## config.mk

```make
export PLATFORM = sky130hd
export DESIGN_NAME = slt_iter_unit
export DESIGN_NICKNAME = d
export VERILOG_FILES = /design/src/rtl/slt_iter_unit.sv
export SDC_FILE = /design/constraint.sdc
export NUM_CORES = 1
export LEC_CHECK = 0
export ABC_CLOCK_PERIOD_IN_PS = 2600
export CAP_MARGIN = 10
export CORE_MARGIN = 2
export CORE_UTILIZATION = 44
export DETAILED_ROUTE_END_ITERATION = 7
export GPL_TIMING_DRIVEN = 0
export PLACE_DENSITY_LB_ADDON = 0.3
export SKIP_CTS_REPAIR_TIMING = 1
export SYNTH_ARGS = -nofsm -noshare
export SYNTH_HDL_FRONTEND = slang
export SYNTH_SLANG_ARGS = --single-unit
```

## constraint.sdc

```tcl
create_clock -name clk -period 2.6 [get_ports clk]
set_input_delay 0.52 -clock clk [delete_from_list [all_inputs] [get_ports clk]]
set_output_delay 0.52 -clock clk [all_outputs]
set_load 0.02 [all_outputs]
```

## src/rtl/slt_iter_unit.sv

```systemverilog
// slt_iter_unit: multi-cycle chunked a-b compare producing SLT/SLTU/SEQ/SGE flags
// with valid/ready handshakes; CHUNK bits of the subtraction are resolved per cycle.
module slt_iter_unit #(
    parameter int WIDTH = 16,
    parameter int CHUNK = 4
) (
    input  logic             clk,
    input  logic             rst_n,
    input  logic             in_valid,
    output logic             in_ready,
    input  logic [WIDTH-1:0] a,
    input  logic [WIDTH-1:0] b,
    input  logic [1:0]       op,
    input  logic             abort,
    output logic             out_valid,
    input  logic             out_ready,
    output logic [WIDTH-1:0] result,
    output logic             overflow,
    output logic             zero
);
    localparam int NCHUNK = WIDTH / CHUNK;
    localparam int CNT_W  = $clog2(NCHUNK) + 1;

    typedef enum logic [1:0] {IDLE, RUN, DONE} state_t;

    state_t           state, state_nx;
    logic [WIDTH-1:0] a_r, nb_r;
    logic [1:0]       op_r;
    logic             carry, zero_acc;
    logic [CNT_W-1:0] cnt;
    logic [CHUNK:0]   sum;
    logic             accept, last, chunk_zero, cin_msb, ovf, lt_s, flag;

    assign accept     = in_valid && in_ready && !abort;
    assign last       = cnt == CNT_W'(NCHUNK - 1);
    assign sum        = {1'b0, a_r[cnt*CHUNK +: CHUNK]} + {1'b0, nb_r[cnt*CHUNK +: CHUNK]}
                      + {{CHUNK{1'b0}}, carry};
    assign chunk_zero = sum[CHUNK-1:0] == '0;
    // Carry into the MSB column recovered from its sum bit; only meaningful on the last chunk.
    assign cin_msb    = sum[CHUNK-1] ^ a_r[WIDTH-1] ^ nb_r[WIDTH-1];
    assign ovf        = cin_msb ^ sum[CHUNK];
    assign lt_s       = sum[CHUNK-1] ^ ovf;
    assign flag       = op_r == 2'b00 ? lt_s :
                        op_r == 2'b01 ? ~sum[CHUNK] :
                        op_r == 2'b10 ? zero_acc && chunk_zero : ~lt_s;

    always_ff @(posedge clk or negedge rst_n) begin
        if (!rst_n) state <= IDLE;
        else        state <= state_nx;
    end

    always_comb begin
        state_nx = state;
        case (state)
            IDLE:    state_nx = accept ? RUN : IDLE;
            RUN:     state_nx = abort ? IDLE : (last ? DONE : RUN);
            DONE:    state_nx = (abort || out_ready) ? IDLE : DONE;
            default: state_nx = IDLE;
        endcase
    end

    always_comb begin
        in_ready  = state == IDLE;
        out_valid = state == DONE;
    end

    // Flags are registered at the final chunk edge so they are stable throughout DONE.
    always_ff @(posedge clk or negedge rst_n) begin
        if (!rst_n) begin
            a_r      <= '0;
            nb_r     <= '0;
            op_r     <= '0;
            carry    <= 1'b0;
            zero_acc <= 1'b0;
            cnt      <= '0;
            result   <= '0;
            overflow <= 1'b0;
            zero     <= 1'b0;
        end else if (accept) begin
            a_r      <= a;
            nb_r     <= ~b;
            op_r     <= op;
            carry    <= 1'b1;
            zero_acc <= 1'b1;
            cnt      <= '0;
        end else if (state == RUN && !abort) begin
            carry    <= sum[CHUNK];
            zero_acc <= zero_acc && chunk_zero;
            cnt      <= cnt + 1'b1;
            if (last) begin
                result   <= {{(WIDTH-1){1'b0}}, flag};
                overflow <= ovf;
                zero     <= zero_acc && chunk_zero;
            end
        end
    end
endmodule

```

---- After elaboration in Yosys (flattened, before gate mapping) ----
Index checks and enable logic that the tools add are counted.
operators by class
  add/subtract/negate cells ............... 3
  eq/ne operators ......................... 5
  shift operators ......................... 2
  muxes and demuxes ....................... 14
  bitwise logic cells ..................... 8
  reduce and logical (&&, ||, !) cells .... 11
operator list
  kind                                                  count
  indexed part select 16 x 6 -> 4 bit                   2
  NOT 16 bit                                            1
  two-way mux 1 bit                                     8
  two-way mux 2 bit                                     3
  two-way mux 3 bit                                     2
  case mux 2 bit (3 select lines)                       1
  adder 4 x 4 -> 5 bit                                  1
  adder 5 x 1 -> 5 bit                                  1
  equality test 2 x 1 -> 1 bit (second input constant)  2
  equality test 2 bit (second input constant)           2
  logical AND 1 bit                                     4
  logical NOT 2 bit                                     2
  logical NOT 4 bit                                     1
  XOR 1 bit                                             4
  adder 3 x 1 -> 3 bit (second input constant)          1
  equality test 3 x 2 -> 1 bit (second input constant)  1
  NOT 1 bit                                             3
  AND reduction 3 bit                                   1
  nonzero test 2 bit                                    1
  logical NOT 1 bit                                     1
  logical OR 1 bit                                      1
word-level totals
  bits in registers ....................... 44
  bits of input ports ..................... 39
  output and inout port bits .............. 20
  word-level logic and storage cells ...... 53

---- Logic depth before layout (Yosys ltp) ----
  word-level depth ........................ 11
  gate-level depth with buffers ........... 11

---- Least setup slack after synthesis ----
OpenSTA, ideal clock, no wires.
  kind .................................... reg2reg
  start ................................... register cnt[0]
  end ..................................... register result[0]
  library setup time ...................... 87 ps
  arrival ................................. 2714 ps
  required time ........................... 2513 ps
  slack ................................... -201 ps
  stages on the path, launching flop included .. 12
  path buffers ............................ 1
  clock period less this slack ............ 2801 ps
  cell sequence ........................... dfrtp_1 buf_2 mux4_2 and2_1 fa_1 inv_1 fa_1 xor2_1 and4b_1 o21ai_1 or2_0 a211oi_2
on the way
  longest elaborated chain between the ends .. 11
  elaborated cells between the ends (all ways) .. 17
  those cells by class .................... 2 x add/sub; 1 x eq/ne; 2 x shift; 3 x mux; 6 x bitwise; 3 x reduce/logical
RTL lines
  item                                 RTL line  source
  start, declared                      30        logic [CNT_W-1:0] cnt;
  start signal, assigned               89        cnt <= cnt + 1'b1;
  indexed part select 16 x 6 -> 4 bit  36        assign sum = {1'b0, a_r[cnt*CHUNK +: CHUNK]} + {1'b0, nb_r[cnt*CHUNK +: CHUNK]}
  adder 4 x 4 -> 5 bit                 36
  adder 5 x 1 -> 5 bit                 37        + {{CHUNK{1'b0}}, carry};
  XOR 1 bit (2 in a row)               40        assign cin_msb = sum[CHUNK-1] ^ a_r[WIDTH-1] ^ nb_r[WIDTH-1];
  XOR 1 bit                            41        assign ovf = cin_msb ^ sum[CHUNK];
  XOR 1 bit                            42        assign lt_s = sum[CHUNK-1] ^ ovf;
  NOT 1 bit                            45        op_r == 2'b10 ? zero_acc && chunk_zero : ~lt_s;
  two-way mux 1 bit                    45
  two-way mux 1 bit                    44        op_r == 2'b01 ? ~sum[CHUNK] :
  two-way mux 1 bit                    43        assign flag = op_r == 2'b00 ? lt_s :
  end signal, assigned                 91        result <= {{(WIDTH-1){1'b0}}, flag};
  end, declared                        17        output logic [WIDTH-1:0] result,
Several ways; a longest one is shown, not always the timed one.
A chain may end at the register's enable or synchronous reset.

---- Worst setup path in the final report ----
Same ends and word-level chain as after synthesis.

==> metrics <==
Net Sw Power 0.833 mW; CP required 2.82 ns; register area 1100 µm²; largest net degree at the start of global routing 31; highest-count cells in the layout ignoring fill and taps dfrtp_1 (42), clkdlybuf4s50_1 (42), nand2_1 (23); Max Cap Viol 0; placed standard-cell area 2840 µm²; syn_area_per_cell 11.3 µm²; setup violators final 2; Post-Syn Area approximately 2200 µm²; drt wl/cell 13.7 µm; Seq/Total Area, Yosys 49.2%; Critical Path End Type flop; Residual DRC 0; routed vias 1656; first-pass GRT wire length 7330 µm; Fin Clk Skew 0.00479 ns; CTS root buffer clkbuf_8; post-route worst setup slack -0.199 ns; CP arrival 3.02 ns; Multi-input gate area 1080 µm²; antenna violations before repair 0; run status finished with violations; vias in the first global route 1618; total power after layout 2.55 mW; DR iter-0 viols 60; CP startpoint kind flop; aggregate global routing overflow 0; Comb pwr share 42.0%; switching share of power 32.7%; Synth cell types 38; HP Class in -> async; drt via density just under 5; routability cong. 0.868; Warnings, synthesis 0; CTS clk-pin slew, worst paths 0.08 ns; minimum clock period 2.80 ns; Synth Flop Type dfrtp_1; Max clock buf depth 2; CTS H-tree depth 2; critical-path maximum fanout 4; count of pins over their slew limit 0; I/O Buffers 43; initial core utilization between 40% and 50%; Num CTS Buffers 5; P_leak 1.35 nW; Top-Level Pins between 50 and 60; CTS tree yes; PD cells 837 nW/µm²; failing checks setup timing; final worst-path cycle share 108%; Detail Placement HPWL 3260 µm; full die area between 5000 and 6000 µm²; total global routing track utilization 17.8%; R2R setup slack -0.20 ns; Layout fillers 403; RSZ-0062 raised after global routing yes; Die Span Y 75.3 µm; sequential power share 36.2%; CTS sink count 44; Pre-antenna DRT Iters 4; die width 75.3 µm; core area 4820 µm²; Setup WS pre-CTS -0.360 ns; # diodes 0; clock network fraction of design power 21.9%; row cnt 25; area delta synth->final 36.1%; VDD IR max 0.367 mV; post-route ant nets 0; final hold violations 0; layout cells sized above 1 around 27%; Max Freq 357 MHz; Design Area, Final 3050 µm²; critical path class reg -> reg; final wirelength 4610 µm; ys async rst share 100%; layout net count ~310; Yosys reg bits 44; internal power 1.72 mW; Post-synth EDFFs 0; Mapped Cells 198; worst-skew pair later-pin latency 0.31 ns
## layout make-up
class / instances / area share, %
Sequential cell: 44 / 36.2
Multi-Input combinational cell: 140 / 35.3
Timing Repair Buffer: 49 / 15.8
Buffer: 23 / 5.30
Tap cell: 67 / 2.75
Clock buffer: 6 / 2.71
Clock inverter: 2 / 1.27
Inverter: 5 / 0.616
## per-layer routing
metal | part of all wire [%] | vias to the layer above | track usage (%) | wire length, µm
li1 | - | 797 | - | -
met1 | 44 | 788 | 22.8 | 2020
met2 | 49 | 62 | 27.4 | 2250
met3 | 5.4 | 9 | 4.76 | 250
met4 | 2.0 | 0 | 10.3 | 94
met5 | 0 | - | 0 | 0
## flip-flops by register name, summed over array words and instances, names as in the netlist
| register | cells |
|---|---|
| a_r | 16 |
| carry | 1 |
| cnt | 3 |
| nb_r | 16 |
| op_r | 2 |
| overflow | 1 |
| result | 1 |
| state | 2 |
| zero | 1 |
| zero_acc | 1 |
## kinds of logic (layout without fill, tap and decap cells)
| family | Yosys count | in the layout | synth area share, % |
|---|---|---|---|
| and+or+nand+nor | 50 | 50 | 10.8 |
| adders and majority gates | 7 | 7 | 4.58 |
| buffers and inverters | 28 | 85 | 7.49 |
| muxes | 26 | 26 | 16.0 |
| xor gates and xnor gates | 5 | 5 | 1.96 |
| other | 1 | 15 | 0.167 |
| AOI/OAI and AO/OA | 37 | 37 | 9.83 |
| DFF | 44 | 44 | 49.2 |
## worst max-delay path, stage by stage (launching register included)
cell and delay [ns]:
dfrtp_2 0.44, buf_8 0.12, mux4_2 0.47, and2_4 0.15, fa_2 0.35, inv_2 0.07, fa_2 0.20, xor2_1 0.15
and4b_1 0.22, o21ai_2 0.07, or2_1 0.23, a211oi_2 0.23
## worst paths after layout
| kind | start | end | cells after the start |
|---|---|---|---|
| max in group asynchronous | rst_n | cnt[1] | 2 |
| min reg2reg | zero | zero | 2 |
| max | cnt[0] | result[0] | 11 |
| min | rst_n | a_r[3] | 1 |
| max reg2reg | cnt[0] | result[0] | 11 |
| min in group clk | zero | zero | 2 |
## cells in the mapped netlist, types with 2 or more instances
cell type	number	area share, %
dfrtp_1	44	49
nand2_1	23	3.9
o21ai_0	19	4.2
mux2_2	16	8.0
buf_4	15	5.0
nor2_1	7	1.2
a21oi_1	6	1.3
and2_1	6	1.7
mux4_2	6	6.0
buf_2	5	1.1
ha_1	5	2.8
inv_1	5	0.84
a211oi_1	3	1.0
clkbuf_1	3	0.50
nor2b_1	3	0.84
xnor2_1	3	1.2
a22o_1	2	0.78
fa_1	2	1.8
mux2_1	2	1.0
mux2i_1	2	0.89
nand3_1	2	0.45
o21ai_1	2	0.45
xor2_1	2	0.78
## metrics by stage
stage | instances | util (%) | TNS (ns) | hold WS [ns]
final | 336 | 63.3 | -0.202 | 0.120
after global routing | 336 | 63.3 | -0.617 | 0.135
after CTS | 331 | 61.4 | -0.865 | 0.125
after detailed placement | 323 | 58.9 | -0.823 | 0.462
after global placement | 322 | 58.5 | -9.17 | 0.459
after floorplan | 212 | - | -0.0585 | 0.224
## power groups by stage
| stage | Combinational, mW | Sequential [mW] | Clock, mW |
|---|---|---|---|
| final | 1.07 | 0.923 | 0.558 |
| after global routing | 1.18 | 0.943 | 0.600 |
| after CTS | 0.934 | 0.921 | 0.572 |
| after detailed placement | 0.927 | 0.935 | 0 |
| after global placement | 0.895 | 0.928 | 0 |
| after floorplan | 0.681 | 0.922 | 0 |
No activity file was read; power rests on OpenSTA's default activity.
